==> src/rtl/alu_issue_controller.sv <==
// Multi-cycle issue controller for a combinational 32-bit ALU.
// Flow: IDLE -> DECODE -> EXEC -> WB. Illegal instructions leave DECODE
// straight back to IDLE and raise a one-cycle ILLEGAL pulse.
module alu_issue_controller #(
  parameter int DATA_WIDTH     = 32,
  parameter int REG_ADDR_WIDTH = 5
) (
  input  logic                      CLK,
  input  logic                      RST,
  input  logic                      INS_VALID,
  output logic                      INS_READY,
  input  logic [31:0]               INS,
  output logic [REG_ADDR_WIDTH-1:0] RF_RA1,
  output logic [REG_ADDR_WIDTH-1:0] RF_RA2,
  input  logic [DATA_WIDTH-1:0]     RF_RD1,
  input  logic [DATA_WIDTH-1:0]     RF_RD2,
  output logic [DATA_WIDTH-1:0]     ALU_A,
  output logic [DATA_WIDTH-1:0]     ALU_B,
  output logic [3:0]                ALUC,
  input  logic [DATA_WIDTH-1:0]     ALU_R,
  output logic                      RF_WE,
  output logic [REG_ADDR_WIDTH-1:0] RF_WA,
  output logic [DATA_WIDTH-1:0]     RF_WD,
  output logic                      ILLEGAL,
  output logic                      BUSY
);

  typedef enum logic [1:0] {S_IDLE, S_DECODE, S_EXEC, S_WB} state_t;

  localparam logic [3:0] C_ADD = 4'b0000, C_SUB = 4'b0100, C_AND = 4'b0001,
                         C_OR  = 4'b0101, C_XOR = 4'b0010, C_LUI = 4'b0110,
                         C_SLL = 4'b0011, C_SRL = 4'b0111, C_SRA = 4'b1111;

  state_t                    r_state;
  logic [31:0]               r_ir;
  logic [REG_ADDR_WIDTH-1:0] r_ra1, r_ra2, r_dest, r_wa;
  logic [DATA_WIDTH-1:0]     r_alu_a, r_alu_b, r_wd;
  logic [3:0]                r_aluc;
  logic                      r_ill;

  logic                      w_legal;
  logic [3:0]                w_aluc;
  logic [DATA_WIDTH-1:0]     w_a, w_b;
  logic [REG_ADDR_WIDTH-1:0] w_dest;

  logic [5:0]                w_op, w_fn;
  logic [DATA_WIDTH-1:0]     w_sext, w_zext, w_shamt;

  assign w_op    = r_ir[31:26];
  assign w_fn    = r_ir[5:0];
  assign w_sext  = {{(DATA_WIDTH-16){r_ir[15]}}, r_ir[15:0]};
  assign w_zext  = {{(DATA_WIDTH-16){1'b0}}, r_ir[15:0]};
  assign w_shamt = {{(DATA_WIDTH-5){1'b0}}, r_ir[10:6]};

  // Decode the latched instruction into ALU control, operands and destination
  always_comb begin
    w_legal = 1'b0;
    w_aluc  = C_ADD;
    w_a     = RF_RD1;
    w_b     = RF_RD2;
    w_dest  = REG_ADDR_WIDTH'(r_ir[15:11]);
    if (w_op == 6'b000000) begin
      w_legal = 1'b1;
      case (w_fn)
        6'b100000: w_aluc = C_ADD;
        6'b100010: w_aluc = C_SUB;
        6'b100100: w_aluc = C_AND;
        6'b100101: w_aluc = C_OR;
        6'b100110: w_aluc = C_XOR;
        6'b000000: begin w_aluc = C_SLL; w_a = w_shamt; end
        6'b000010: begin w_aluc = C_SRL; w_a = w_shamt; end
        6'b000011: begin w_aluc = C_SRA; w_a = w_shamt; end
        default:   w_legal = 1'b0;
      endcase
    end else begin
      w_legal = 1'b1;
      w_dest  = REG_ADDR_WIDTH'(r_ir[20:16]);
      w_b     = w_zext;
      case (w_op)
        6'b001000: begin w_aluc = C_ADD; w_b = w_sext; end
        6'b001100: w_aluc = C_AND;
        6'b001101: w_aluc = C_OR;
        6'b001110: w_aluc = C_XOR;
        6'b001111: begin w_aluc = C_LUI; w_a = '0; end
        default:   w_legal = 1'b0;
      endcase
    end
  end

  // Issue FSM with registered operand, control and write-back outputs
  always_ff @(posedge CLK) begin
    if (RST) begin
      r_state <= S_IDLE;
      r_ir    <= '0;
      r_ra1   <= '0;
      r_ra2   <= '0;
      r_dest  <= '0;
      r_wa    <= '0;
      r_wd    <= '0;
      r_alu_a <= '0;
      r_alu_b <= '0;
      r_aluc  <= C_ADD;
      r_ill   <= 1'b0;
    end else begin
      r_ill <= 1'b0;
      case (r_state)
        S_IDLE: begin
          if (INS_VALID) begin
            r_ir    <= INS;
            r_ra1   <= REG_ADDR_WIDTH'(INS[25:21]);
            r_ra2   <= REG_ADDR_WIDTH'(INS[20:16]);
            r_state <= S_DECODE;
          end
        end
        S_DECODE: begin
          if (w_legal) begin
            r_alu_a <= w_a;
            r_alu_b <= w_b;
            r_aluc  <= w_aluc;
            r_dest  <= w_dest;
            r_state <= S_EXEC;
          end else begin
            r_ill   <= 1'b1;
            r_state <= S_IDLE;
          end
        end
        S_EXEC: begin
          r_wd    <= ALU_R;
          r_wa    <= r_dest;
          r_state <= S_WB;
        end
        default: r_state <= S_IDLE;
      endcase
    end
  end

  // Pulses and status are masked by RST so a reset in WB never writes
  assign INS_READY = (r_state == S_IDLE) && !RST;
  assign BUSY      = (r_state != S_IDLE) && !RST;
  assign RF_WE     = (r_state == S_WB) && (r_wa != '0) && !RST;
  assign ILLEGAL   = r_ill && !RST;
  assign RF_RA1    = r_ra1;
  assign RF_RA2    = r_ra2;
  assign ALU_A     = r_alu_a;
  assign ALU_B     = r_alu_b;
  assign ALUC      = r_aluc;
  assign RF_WA     = r_wa;
  assign RF_WD     = r_wd;

endmodule

==> config.mk <==
export PLATFORM = sky130hd
export DESIGN_NAME = alu_issue_controller
export DESIGN_NICKNAME = d
export VERILOG_FILES = /design/src/rtl/alu_issue_controller.sv
export SDC_FILE = /design/constraint.sdc
export NUM_CORES = 1
export LEC_CHECK = 0
export BUFFER_PORTS_ARGS = -buffer_cell sky130_fd_sc_hd__buf_2
export CAP_MARGIN = 20
export CORE_ASPECT_RATIO = 0.9
export CORE_MARGIN = 2
export CORE_UTILIZATION = 25
export CTS_BUF_LIST = sky130_fd_sc_hd__clkbuf_4
export CTS_CLUSTER_DIAMETER = 60
export DETAILED_ROUTE_END_ITERATION = 8
export GPL_TIMING_DRIVEN = 0
export SYNTH_ARGS = -nofsm -noshare
export SYNTH_HDL_FRONTEND = slang
export SYNTH_SLANG_ARGS = --single-unit
==> constraint.sdc <==
create_clock -name CLK -period 3.71 [get_ports CLK]
set_clock_uncertainty 0.2 [all_clocks]
set_input_delay 0.1855 -clock CLK [delete_from_list [all_inputs] [get_ports CLK]]
set_output_delay 0.1855 -clock CLK [all_outputs]
set_load 0.03 [all_outputs]
==> results_dict.tcl <==
set metrics [dict create \
    hold_viol 0 \
    final_common_cell "buf_2" \
    post-route-period-util_pct 79.1 \
    start_util_pct 25.4 \
    dp_slack_ns 1.24 \
    drc 0 \
    drtAntennaViolNets 0 \
    clock-sinks 145 \
    slew_viol_final 0 \
    gp_congestion 0.803 \
    die_y_um 150 \
    htreeDepth 4 \
    core.rowCount 53 \
    path_class "reg -> reg" \
    critPathRequiredTime_ns 3.96 \
    final_cell_count_no_fill 1406 \
    vias 6206 \
    setup_tns_ns 0 \
    cts_buffers 17 \
    cts_setup_buffers 0 \
    slew_headroom_pct 44.4 \
    yosysTopAreaCellShare_pct 49.1 \
    die_area_sq_um 24900 \
    leakage_nw 3.92 \
    syn-instance-count 683 \
    drive_gt1_share_pct 32.7 \
    holdBufCountCts 138 \
    synth_area_leader_cell "dfxtp_1" \
    root_buffer "clkbuf_4" \
    switchingPower_mw 1.27 \
    grt_pass1_vias 6060 \
    avgSynthCellArea_sq_um 8.65 \
    drt_wl_total_um 21200 \
    overflow 0 \
    ys.warnings.count 0 \
    rsz0062_at_grt "false" \
    syn-num-nets 814 \
    dr.pass1.iters 4 \
    ctsLongestPathBuffers 2 \
    dp_hpwl_um 15000 \
    clockPowerShare_pct 28.2 \
    start_kind "flop" \
    holdWs_ns 0.0874 \
    tightest_slew_ns 0.834 \
    p_seq_share_pct 46.1 \
    clkSlewWorstSetupHoldPaths_ns 0.15 \
    internal-power_mw 2.45 \
    power_density_nw_per_um2 404 \
    synth_seq_area_share_pct 49.1 \
    grt_antenna_before_repair 1 \
    grt_pass1_wl_um 32500 \
    crit_path_end_kind "flop" \
    p_sw_share_pct 34.1 \
    coreArea_sq_um 23300 \
    layout_common_cells "253 x buf_2, 186 x nand2_1, 145 x dfxtp_1" \
    nFillCells 2389 \
    comb_power_share_pct 25.7 \
    synth_seq_cells 145 \
    dieWidth_um 166 \
    avgRoutedWirePerCell_um 15.1 \
    cts_tree "yes" \
    path_max_fanout 10 \
    hp-class "in -> reg" \
    cts_resized 0 \
    finalSetupViolCount 0 \
    ys_types 33 \
    vias_per_cell 4.41 \
    max_cap_violations 0 \
    placed_cells 1234 \
    clk-insertion-delay-late_ns 0.54 \
    area_growth_pct 55.9 \
    portBuffers 249 \
    drtIter0Drc 273 \
    fin_ws_ns 0.774 \
    fin_nets 1220 \
    fmax_mhz 341 \
    synth_area_sq_um 5910 \
    peakVddDrop_uv 210 \
    top_level_ports 250 \
    period_needed_ns 2.94 \
    outcome "finished clean" \
    grt_max_degree 17 \
    crit_arrival_ns 3.19 \
    synth_area_leaders "dfxtp_1 49%, nand2_1 12%, a21oi_1 7.8%, a311oi_2 5.3%, nor3b_1 3.6%" \
    track_usage_pct 16.7 \
]
-- cells in the mapped netlist --
master     count
nand2_1      186
dfxtp_1      145
a21oi_1       92
nor2_1        51
clkbuf_1      35
nor3b_1       28
a311oi_2      21
a31o_2        21
a211oi_1      17
buf_4         13
buf_6         12
a31o_1         6
mux2i_1        6
nor3_1         6
o2bb2ai_1      6
nand3_1        5
and2_1         4
buf_2          4
buf_1          3
nand2b_1       3
nor2b_1        3
o21ai_0        3
nand3b_1       2
nor2_2         2
a211oi_4       1
and3_1         1
and4_1         1
inv_1          1
nor2b_2        1
nor2b_4        1
nor3_2         1
nor3b_2        1
o311ai_2       1
-- layer usage --
layer | vias up | global-route usage (%) | share of wire (%)
li1 | 3144 | - | -
met1 | 2843 | 21.2 | 46
met2 | 191 | 28.0 | 47
met3 | 28 | 3.83 | 4.4
met4 | 0 | 5.57 | 2.3
met5 | - | 0 | 0
-- worst paths after layout --
path / start / slack (ns) / cells after the start / end
max: r_ir[26]$_SDFFE_PP0P_ / 0.77 / 7 / ALU_A[26]$_SDFFE_PP0P_
max reg2reg: r_ir[26]$_SDFFE_PP0P_ / 0.77 / 7 / ALU_A[26]$_SDFFE_PP0P_
min: RST / 0.09 / 4 / ALU_A[7]$_SDFFE_PP0P_
min reg2reg: r_dest[1]$_SDFFE_PP0P_ / 0.25 / 2 / RF_WA[1]$_SDFFE_PP0P_
-- power by group through the flow --
| stage | clock network, mW | registers, mW | logic (mW) |
|---|---|---|---|
| floorplan | 0 | 1.88 | 0.423 |
| global placement | 0 | 1.75 | 0.838 |
| detailed placement | 0 | 1.75 | 0.845 |
| CTS | 1.11 | 1.72 | 0.960 |
| global route | 1.17 | 1.73 | 1.04 |
| finish | 1.05 | 1.72 | 0.957 |
-- state kept, by name, summed over array words and instances (netlist names), 2 cells and up --
register / cells
r_dest: 5
RF_WD: 32
ALU_B: 32
r_state: 2
RF_WA: 5
r_ir: 32
ALUC: 4
ALU_A: 32
-- cell families (layout without fill, tap and decap cells) --
| logic type | count (synthesis) | in the layout | share of synthesized area (%) |
|---|---|---|---|
| and+or+nand+nor | 296 | 296 | 22.1 |
| buffers and inverters | 68 | 487 | 6.75 |
| muxes | 6 | 6 | 1.02 |
| DFF | 145 | 145 | 49.1 |
| other | 0 | 2 | 0 |
| AOI/OAI and AO/OA | 168 | 168 | 21.0 |
-- layout make-up --
class / instances / area (sq um) / area share (%)
Sequential cell: 145 / 2900 / 31.5
Timing Repair Buffer: 387 / 2630 / 28.5
Multi-Input combinational cell: 470 / 2610 / 28.3
Buffer: 67 / 395 / 4.29
Tap cell: 302 / 378 / 4.10
Clock inverter: 14 / 156 / 1.70
Clock buffer: 18 / 135 / 1.47
Antenna cell: 2 / 5.00 / 0.0543
Inverter: 1 / 3.75 / 0.0407
-- worst max-delay path, cell delays in order (launching register included) --
cell	delay, ns
dfxtp_1	0.38
nor3_2	0.28
o21ai_0	0.24
a211oi_4	0.62
buf_6	0.27
nor3b_1	0.06
a31o_2	0.22
dlygate4sd3_1	0.55
-- stage by stage --
stage / power [mW] / util (%) / instance area (sq um)
2_1_floorplan: 2.30 / - / 5910
3_3_place_gp: 2.59 / 32.4 / 7530
3_5_place_dp: 2.60 / 32.4 / 7530
4_1_cts: 3.79 / 39.6 / 9210
5_1_grt: 3.94 / 39.6 / 9210
6_report: 3.73 / 39.6 / 9210
Power figures use the tool's default switching activity.
